$ cat config.mk
export PLATFORM = sky130hd
export DESIGN_NAME = serial_subtractor
export DESIGN_NICKNAME = d
export VERILOG_FILES = /design/src/rtl/serial_subtractor_pkg.sv /design/src/rtl/serial_subtractor_full_subtractor.sv /design/src/rtl/serial_subtractor.sv
export SDC_FILE = /design/constraint.sdc
export NUM_CORES = 1
export LEC_CHECK = 0
export ABC_AREA = 1
export CORE_ASPECT_RATIO = 0.7
export CORE_MARGIN = 10
export CORE_UTILIZATION = 50
export CTS_CLUSTER_SIZE = 16
export DETAILED_ROUTE_END_ITERATION = 16
export HOLD_SLACK_MARGIN = 0.06
export PLACE_DENSITY = 0.86
export RECOVER_POWER = 25
export SYNTH_ARGS = -nofsm -noshare
export SYNTH_HDL_FRONTEND = slang
export SYNTH_SLANG_ARGS = --single-unit
export TNS_END_PERCENT = 30
$ cat constraint.sdc
create_clock -name w_clk -period 1.25 [get_ports w_clk]
set_input_delay 0.25 -clock w_clk [delete_from_list [all_inputs] [get_ports w_clk]]
set_output_delay 0.25 -clock w_clk [all_outputs]
set_load 0.005 [all_outputs]
$ cat src/rtl/serial_subtractor_pkg.sv
// Shared definitions for the bit-serial subtractor: state encoding, default width,
// and the bit-counter width helper.
package serial_subtractor_pkg;

  localparam int D_N_DEF = 5;

  typedef enum logic [1:0] {
    ST_IDLE  = 2'd0,
    ST_SHIFT = 2'd1,
    ST_DONE  = 2'd2
  } state_t;

  // Counter must index 0..n-1; never narrower than one bit.
  function automatic int cnt_w(input int n);
    return (n <= 2) ? 1 : $clog2(n);
  endfunction

endpackage

$ cat src/rtl/serial_subtractor_full_subtractor.sv
// One-bit full subtractor cell: x - y - bin, producing the difference bit and borrow-out.
module full_subtractor (
  input  logic w_x,
  input  logic w_y,
  input  logic w_bin,
  output logic w_d,
  output logic w_bout
);

  assign w_d    = w_x ^ w_y ^ w_bin;
  assign w_bout = (~w_x & w_y) | (~(w_x ^ w_y) & w_bin);

endmodule

$ cat src/rtl/serial_subtractor.sv
// Bit-serial two's-complement subtractor, w_d = w_a - w_b, LSB first, start/done handshake.
// Define SERIAL_SUB_SIGNED_OVF_EN to add the registered signed-overflow output w_ovf.
module serial_subtractor
  import serial_subtractor_pkg::*;
#(
  parameter int D_N = D_N_DEF
) (
  input  logic           w_clk,
  input  logic           w_rst_n,
  input  logic           w_start,
  input  logic [D_N-1:0] w_a,
  input  logic [D_N-1:0] w_b,
  output logic           w_busy,
  output logic           w_done,
  output logic [D_N-1:0] w_d,
  output logic           w_borrow
`ifdef SERIAL_SUB_SIGNED_OVF_EN
  ,
  output logic           w_ovf
`endif
);

  localparam int CW = cnt_w(D_N);
  localparam logic [CW-1:0] LAST = CW'(D_N - 1);

  state_t         state;
  logic [D_N-1:0] ra, rb;
  logic [CW-1:0]  cnt;
  logic           br;
  logic           d_bit, br_next;

  full_subtractor u_fs (
    .w_x   (ra[0]),
    .w_y   (rb[0]),
    .w_bin (br),
    .w_d   (d_bit),
    .w_bout(br_next)
  );

`ifdef SERIAL_SUB_SIGNED_OVF_EN
  // Operand sign bits are shifted out of ra/rb, so keep a copy for the overflow test.
  logic a_sgn, b_sgn;

  always_ff @(posedge w_clk or negedge w_rst_n) begin
    if (!w_rst_n) begin
      a_sgn <= 1'b0;
      b_sgn <= 1'b0;
      w_ovf <= 1'b0;
    end else begin
      if ((state == ST_IDLE || state == ST_DONE) && w_start) begin
        a_sgn <= w_a[D_N-1];
        b_sgn <= w_b[D_N-1];
      end
      if (state == ST_SHIFT && cnt == LAST)
        w_ovf <= (a_sgn != b_sgn) && (d_bit != a_sgn);
    end
  end
`endif

  always_ff @(posedge w_clk or negedge w_rst_n) begin
    if (!w_rst_n) begin
      state    <= ST_IDLE;
      ra       <= '0;
      rb       <= '0;
      cnt      <= '0;
      br       <= 1'b0;
      w_busy   <= 1'b0;
      w_done   <= 1'b0;
      w_d      <= '0;
      w_borrow <= 1'b0;
    end else begin
      case (state)
        ST_IDLE, ST_DONE: begin
          w_done <= 1'b0;
          if (w_start) begin
            ra     <= w_a;
            rb     <= w_b;
            br     <= 1'b0;
            cnt    <= '0;
            w_busy <= 1'b1;
            state  <= ST_SHIFT;
          end else begin
            state  <= ST_IDLE;
          end
        end
        ST_SHIFT: begin
          // Result fills from the MSB side so it is aligned after D_N shifts.
          w_d <= {d_bit, w_d[D_N-1:1]};
          ra  <= ra >> 1;
          rb  <= rb >> 1;
          br  <= br_next;
          cnt <= cnt + 1'b1;
          if (cnt == LAST) begin
            w_borrow <= br_next;
            w_busy   <= 1'b0;
            w_done   <= 1'b1;
            state    <= ST_DONE;
          end
        end
        default: begin
          w_busy <= 1'b0;
          w_done <= 1'b0;
          state  <= ST_IDLE;
        end
      endcase
    end
  end

endmodule

### After elaboration in Yosys (flattened, before gate mapping)

Index checks and enable logic that the tools add are counted.

* add/subtract/negate cells: 1
* eq/ne operators: 5
* mux-type cells: 16
* bitwise logic cells: 7
* reductions and logical operators: 6

Operator list (count)
* $pmux 5 s2: 2
* $mux 5: 2
* $mux 1: 6
* $pmux 3 s2: 1
* $reduce_and 2->1: 3
* $ne 2x2->1 const B: 2
* $pmux 1 s2: 2
* $pmux 2 s2: 1
* $add 3x1->3 const B: 1
* $eq 3x3->1 const B: 1
* $mux 3: 1
* $and 1x1->1: 2
* $eq 2x1->1 const B: 1
* $eq 2x2->1 const B: 1
* $logic_not 2->1: 1
* $mux 2: 1
* $not 1->1: 2
* $reduce_bool 2->1: 1
* $reduce_or 2->1: 1
* $xor 1x1->1: 2
* $or 1x1->1: 1

* bits in registers: 24
* output and inout bits: 8
* word-level logic and storage cells: 44

### Logic depth before layout (Yosys ltp)

Gate-level depths: netlist (run 1).

* depth after elaboration: 5
* gate-level depth with buffers: 7

### Modules after synthesis

Synthesis (run 1) repeated with hierarchy kept, for this count alone.

* cells, all modules: 131
* area, all modules: 1126.1 µm²

By module, submodules not included
* serial_subtractor: instances 1, cells an instance 127, area each 1094.8 µm²
* full_subtractor: instances 1, cells an instance 4, area each 31.3 µm²

### Worst setup path after synthesis (run 1)

Ideal clock, no wire load.

* kind: reg2reg
* start point: register rb[0]
* end point: register w_d[4]
* arrival: 985 ps
* data required time: 1185 ps
* slack: 200 ps
* stages on the path, launching flop included: 5
* path buffers: 0
* clock period less this slack: 1050 ps
* path through: dfrtp_1 inv_1 fa_1 nand2_1 nand2_1

* cells in the longest elaborated chain, start to end: 2

Ends and longest elaborated chain
* start: declaration: RTL line serial_subtractor.sv:27 `logic [D_N-1:0] ra, rb;`
* start signal: assignment: RTL line serial_subtractor.sv:77 `rb <= w_b;`
* start signal: assignment: RTL line serial_subtractor.sv:90 `rb <= rb >> 1;`
* $xor 1x1->1 (2 in series): RTL line serial_subtractor_full_subtractor.sv:10 `assign w_d = w_x ^ w_y ^ w_bin;`
* named net d_bit: RTL line serial_subtractor.sv:30 `logic d_bit, br_next;`
* end signal: assignment: RTL line serial_subtractor.sv:88 `w_d <= {d_bit, w_d[D_N-1:1]};`
* end: declaration: RTL line serial_subtractor.sv:15 `output logic [D_N-1:0] w_d,`

The timed path passes the listed nets, and every way through them passes these cells.
A chain may end at the register's enable or synchronous reset.

### Worst setup path in the final report (run 1)

* start point: register w_done
* end point: output w_done

RTL lines
* start: declaration: RTL line serial_subtractor.sv:14 `output logic w_done,`
* start signal: assignment: RTL line serial_subtractor.sv:68 `w_done <= 1'b0;`
* start signal: assignment: RTL line serial_subtractor.sv:74 `w_done <= 1'b0;`
* start signal: assignment: RTL line serial_subtractor.sv:96 `w_done <= 1'b1;`

No word-level cell between the ends.

==> flow_metrics.tcl, run 1 <==
set metrics [dict create \
    hold_buffers 0 \
    pin_count 21 \
    antenna_cells 0 \
    worstSetupPathType "register to output pin" \
    core_area_um2 2140 \
    dpl.cell_count 187 \
    hold_ws_ns 0.433 \
    synth_cell_types 18 \
    avgSynthCellArea_um2 8.63 \
    synth_top_area_share_pct 51.7 \
    worst_slew_pin_slew_ns 0.558 \
    yosys_warnings 0 \
    synth_top_cell_by_area "dfrtp_1" \
    grt_max_degree 24 \
    worst_slack_ns 0.0201 \
    end_kind "output pin" \
    busiest_layer "met2" \
    syn_nets 145 \
    grt_pass1_wl_mm 4.19 \
    nFillCells 197 \
    post-route-min-period_ns 1.23 \
    met3_usage_pct 4.39 \
    synth_most_common_cell "nand2_1" \
    finalSetupViolations 0 \
    max_stage_delay_ns 0.40 \
    synth_area_um2 1110 \
    htree_num_levels 1 \
    grt_util_met1_pct 12.0 \
    drive_gt1_share_pct 17.7 \
    clock_latency_ns 0.31 \
    critical_path.cell_chain "dlygate4sd2_1" \
    route.detailed.drc 0 \
    rows 14 \
    layout.nets 181 \
    synthTopCellsByArea "dfrtp_1 52%, nand2_1 14%, inv_1 6.7%, nand3_1 5.8%, nand3b_1 4.0%" \
    start_kind "register" \
    crit_required_ns 1.00 \
    async_reset_ff_share_pct 100 \
    stdcell_count 196 \
    arrival_ns 0.98 \
    crit_fanout 2 \
    grt_pass1_vias 976 \
    cts_max_path_buffers 2 \
    syn2layout_area_growth_pct 32.1 \
    die_w_um 76.4 \
    drt_wl_total_mm 2.36 \
    globalplace.congestion 0.826 \
    vias 924 \
    cts_tree "yes" \
    synth_edf_count 0 \
    p_total_mw 3.63 \
    grt-ovfl-total 0 \
    use_met2_pct 20.0 \
    leakage_nw 0.769 \
    drv_slew 0 \
    detail-route-antenna-nets 0 \
    final_area_um2 1470 \
    path_clk_slew_ns 0.13 \
    numClockSinks 23 \
    max_freq_mhz 813 \
    drt-initial-drc-count 33 \
    cp_slowest_cell "dfrtp_1" \
    start_util_pct 52.1 \
    rsz0062_at_grt "yes" \
    die_h_um 59.5 \
    holdCritPathClass "primary input to asynchronous set/reset pin" \
    syn_inst 129 \
    io_buffers 20 \
    dieArea_um2 4540 \
    relSlewSlack_pct 62.8 \
    ctsRootBufferMaster "clkbuf_4" \
    path_buf_inv 1 \
    avgViaCountPerCell 4.71 \
    wl_per_cell_um 12.0 \
    first_pass_iters 4 \
    antenna_found_initial 0 \
    ys_ff_latch 23 \
    place_ws_ns -0.0566 \
    drv_cap 0 \
    min_period_over_period_pct 98.4 \
    gr-usage-all-layers_pct 11.1 \
    synth_common_cells "42 x nand2_1, 23 x dfrtp_1, 20 x inv_1, 13 x nand3_1, 8 x o21ai_0" \
    finalClockSkew_ns 0.00329 \
    p_per_area_nw_per_um2 2470 \
    synth-seq-area-share_pct 51.7 \
    cts_made_buffers 3 \
    hold_viol_final 0 \
    placed_area_um2 1400 \
    outcome "complete, no violations" \
    dp_hpwl_mm 1.83 \
    ir_worst_vdd_mv 1.28 \
    synth_ff_type "dfrtp_1" \
    crit_family "flip-flops" \
]
[layer usage]
layer / vias up / share of wire, %
li1: 467 / -
met1: 428 / 45
met2: 29 / 49
met3: 0 / 5.9
met4: 0 / 0
met5: - / 0
[cell usage in the layout, fill, tap and decap left out]
| cell type | netlist | routed |
|---|---|---|
| buf_12 | 0 | 1 |
| buf_4 | 1 | 12 |
| clkbuf_2 | 0 | 1 |
| clkbuf_4 | 0 | 3 |
| clkdlybuf4s15_1 | 0 | 7 |
| clkdlybuf4s50_1 | 0 | 11 |
| clkinv_2 | 0 | 1 |
| clkinvlp_4 | 0 | 1 |
| dfrtp_1 | 23 | 23 |
| dlygate4sd2_1 | 0 | 1 |
| dlygate4sd3_1 | 0 | 1 |
| fa_1 | 1 | 1 |
| ha_1 | 2 | 2 |
| inv_1 | 20 | 19 |
| inv_2 | 3 | 3 |
| nand2_1 | 42 | 42 |
| nand2_2 | 1 | 1 |
| nand2_4 | 2 | 2 |
| nand3_1 | 13 | 13 |
| nand3_2 | 1 | 1 |
| nand3b_1 | 6 | 6 |
| nor2_2 | 0 | 1 |
| o21ai_0 | 8 | 7 |
| o21ai_1 | 1 | 2 |
| o21ai_2 | 1 | 1 |
| o22ai_2 | 1 | 1 |
[cells by family (layout without fill, tap and decap cells)]
| logic type | Yosys count | after routing | share of synthesized area (%) |
|---|---|---|---|
| flip-flops | 23 | 23 | 51.7 |
| adder cells (fa/ha/maj) | 3 | 3 | 4.04 |
| AND/OR/NAND/NOR | 66 | 66 | 27.9 |
| AO/OA/AOI/OAI | 11 | 11 | 5.95 |
| buffers and inverters | 26 | 61 | 10.4 |
[through the flow]
step	TNS [ns]	utilization, %
2_1_floorplan	0	-
3_3_place_gp	0	65.7
3_5_place_dp	-0.329	65.7
4_1_cts	0	68.0
5_1_grt	-0.282	68.9
6_report	0	68.9
[where the power goes]
group          switching [mW]  internal, mW  total [mW]
Clock                   0.224         0.120       0.343
Sequential              0.188          1.10        1.29
Combinational            1.07         0.927        1.99
[sequential cells by signal, summed over array words and instances (netlist names)]
register  cells
w_borrow      1
br            1
rb            5
state         1
w_done        1
w_d           5
cnt           3
w_busy        1
ra            5
[repair_timing]
| item | in CTS | in global routing |
|---|---|---|
| setup buffers | 4 | 1 |
| setup endpoints to repair | 8 | 16 |
| endpoints found under the hold margin | 0 | 0 |
| gates resized for setup | 9 | 9 |
[path summary, 6_finish.rpt]
check	to	cells past startpoint	from	slack, ns
setup / recovery	w_done	1	w_done$_DFFE_PN0P_	0.02
hold / removal	w_d[0]$_DFFE_PN0P_	2	w_rst_n	0.43
setup reg to reg	w_borrow$_DFFE_PN0P_	6	w_done$_DFFE_PN0P_	0.04
hold reg to reg	w_busy$_DFFE_PN0P_	2	w_busy$_DFFE_PN0P_	0.49
max in group asynchronous	rb[2]$_DFFE_PN0P_	2	w_rst_n	0.45
min in group w_clk	w_busy$_DFFE_PN0P_	2	w_busy$_DFFE_PN0P_	0.49
[area by class of cell]
class | count | area, µm² | area share, %
Timing Repair Buffer | 34 | 314 | 21.3
Sequential cell | 23 | 576 | 39.1
Clock buffer | 3 | 22.5 | 1.53
Multi-Input combinational cell | 80 | 424 | 28.8
Clock inverter | 1 | 5.00 | 0.340
Tap cell | 32 | 40.0 | 2.72
Inverter | 23 | 90.1 | 6.12
(Power assumes the default switching activity.)
==> inputs of run 2 (changes only) <==
Settings changed: CTS_CLUSTER_DIAMETER from default to 60.
==> results of run 2 <==
The final DEF is identical to that of run 1; final timing and power are the same.
==> inputs of run 3 (changes only) <==
Settings changed: CORE_UTILIZATION 50 to 30, PLACE_DENSITY 0.86 to 0.6, TNS_END_PERCENT 30 to 5.
==> run 3 against run 2 <==
Sequential cell count unchanged; largest cell class unchanged; die area up 45%; largest power group unchanged; hold slack better by 0.042 ns; core utilization down 27 points; highest routed layer unchanged; register-to-register slack better by 0.07 ns.
==> flow_metrics.tcl, run 3 (synthesis gave the netlist of run 1 again) <==
set metrics [dict create \
    outcome "complete, no violations" \
    p_total_mw 3.63 \
    max_stage_delay_ns 0.39 \
    start_kind "register" \
    drive_gt1_share_pct 15.5 \
    end_kind "output pin" \
    nFillCells 379 \
    critical_path.cell_chain "dlygate4sd2_1" \
    worst_r2r_startpoint "state[0]$_DFFE_PN0P_" \
    ctsRootBufferMaster "clkbuf_8" \
    numClockSinks 23 \
    hold_viol_final 0 \
    hold_buffers 0 \
    worst_slew_pin_slew_ns 0.575 \
    cts_tree "yes" \
    grt-ovfl-total 0 \
    final_util_pct 41.9 \
    grt_pass1_wl_mm 4.16 \
    route.detailed.drc 0 \
    drt-initial-drc-count 50 \
    detail-route-antenna-nets 0 \
    globalplace.congestion 0.768 \
    grt_pass1_vias 940 \
    rsz0062_at_grt "no" \
    path_clk_slew_ns 0.08 \
    path_buf_inv 1 \
    final_common_cell "nand2_1" \
    first_pass_iters 4 \
    antenna_found_initial 0 \
    drv_slew 0 \
    p_per_area_nw_per_um2 2440 \
    place_ws_ns -0.0437 \
    dp_hpwl_mm 1.73 \
    wl_per_cell_um 10.7 \
    stdcell_count 211 \
    rows 18 \
    min_period_over_period_pct 93.4 \
    crit_fanout 3 \
    avgViaCountPerCell 4.21 \
    leakage_nw 0.768 \
    holdCritPathClass "register to register" \
    worst_slack_ns 0.0821 \
    dpl.cell_count 205 \
    die_h_um 71.0 \
    relSlewSlack_pct 61.7 \
    crit_required_ns 1.00 \
    drv_cap 0 \
    antenna_cells 0 \
    cp_slowest_cell "dfrtp_1" \
    layout.nets 178 \
    max_freq_mhz 856 \
    post-route-min-period_ns 1.17 \
    ir_worst_vdd_mv 0.925 \
    vias 888 \
    pin_count 21 \
    start_util_pct 31.3 \
    crit_family "flip-flops" \
    grt_max_degree 24 \
    arrival_ns 0.92 \
    min-delay-start "w_busy$_DFFE_PN0P_" \
    clock_latency_ns 0.26 \
    htree_num_levels 1 \
    gr-usage-all-layers_pct 7.51 \
    syn2layout_area_growth_pct 33.8 \
    drt_wl_total_mm 2.27 \
    reg.largest.list "ra x5, rb x5, w_d x5" \
    startpoint "w_d[2]$_DFFE_PN0P_" \
    final_cell_mix "42 x nand2_1, 22 x dfrtp_1, 19 x inv_1" \
    r2r_slack_ns 0.11 \
    cts_max_path_buffers 2 \
    worstSetupPathType "register to output pin" \
    cts_made_buffers 3 \
    finalClockSkew_ns 0.00260 \
    io_buffers 20 \
    die_w_um 92.8 \
    core_area_um2 3560 \
    finalSetupViolations 0 \
    dieArea_um2 6590 \
]
## run 3: cell types whose count changed in the layout (fill, tap and decap cells not counted), moves of 2 or more
cell             delta
nand2_8             +2
clkbuf_4            -3
dlygate4sd2_1       +7
clkbuf_8            +3
buf_4               -3
nand2_4             -2
clkdlybuf4s15_1     -7
## run 3: layout make-up
class	count	area [µm²]	share of cell area [%]
Sequential cell	23	577	38.7
Multi-Input combinational cell	80	439	29.5
Clock buffer	4	45.0	3.02
Tap cell	50	62.6	4.20
Timing Repair Buffer	31	274	18.4
Inverter	23	92.6	6.21
## run 3: timing repair
item,CTS,global route
pin swaps,0,1
setup buffers,2,0
setup endpoints to repair,8,12
resized for setup,8,6
## run 3: power by group
| group | switching [mW] | leakage, nW | internal (mW) |
|---|---|---|---|
| clock network | 0.225 | 0.0228 | 0.227 |
| logic | 1.02 | 0.462 | 0.844 |
| registers | 0.204 | 0.284 | 1.11 |
| total | 1.45 | 0.768 | 2.18 |
## run 3: layer usage
metal | vias up | share of wire (%) | global-route usage (%)
met5 | - | 0 | 0
met4 | 0 | 0 | 0.853
met3 | 0 | 8.3 | 4.00
met2 | 20 | 44 | 12.1
met1 | 407 | 48 | 8.90
li1 | 461 | - | -
## run 3: metrics by stage
stage | instance area (µm²) | hold slack [ns] | setup TNS (ns)
6_report | 1490 | 0.475 | 0
5_1_grt | 1490 | 0.499 | 0
4_1_cts | 1480 | 0.340 | 0
3_5_place_dp | 1430 | 0.460 | -0.235
3_3_place_gp | 1430 | 0.457 | -0.0283
2_1_floorplan | 1110 | -0.0456 | 0
## run 3: path summary, 6_finish.rpt
kind | depth (start not counted) | end
setup reg to reg | 5 | ra[4]$_DFFE_PN0P_
max in group asynchronous | 2 | state[0]$_DFFE_PN0P_
setup / recovery | 1 | w_d[2]
min in group asynchronous | 2 | w_d[0]$_DFFE_PN0P_
hold / removal | 2 | w_busy$_DFFE_PN0P_
hold reg to reg | 2 | w_busy$_DFFE_PN0P_
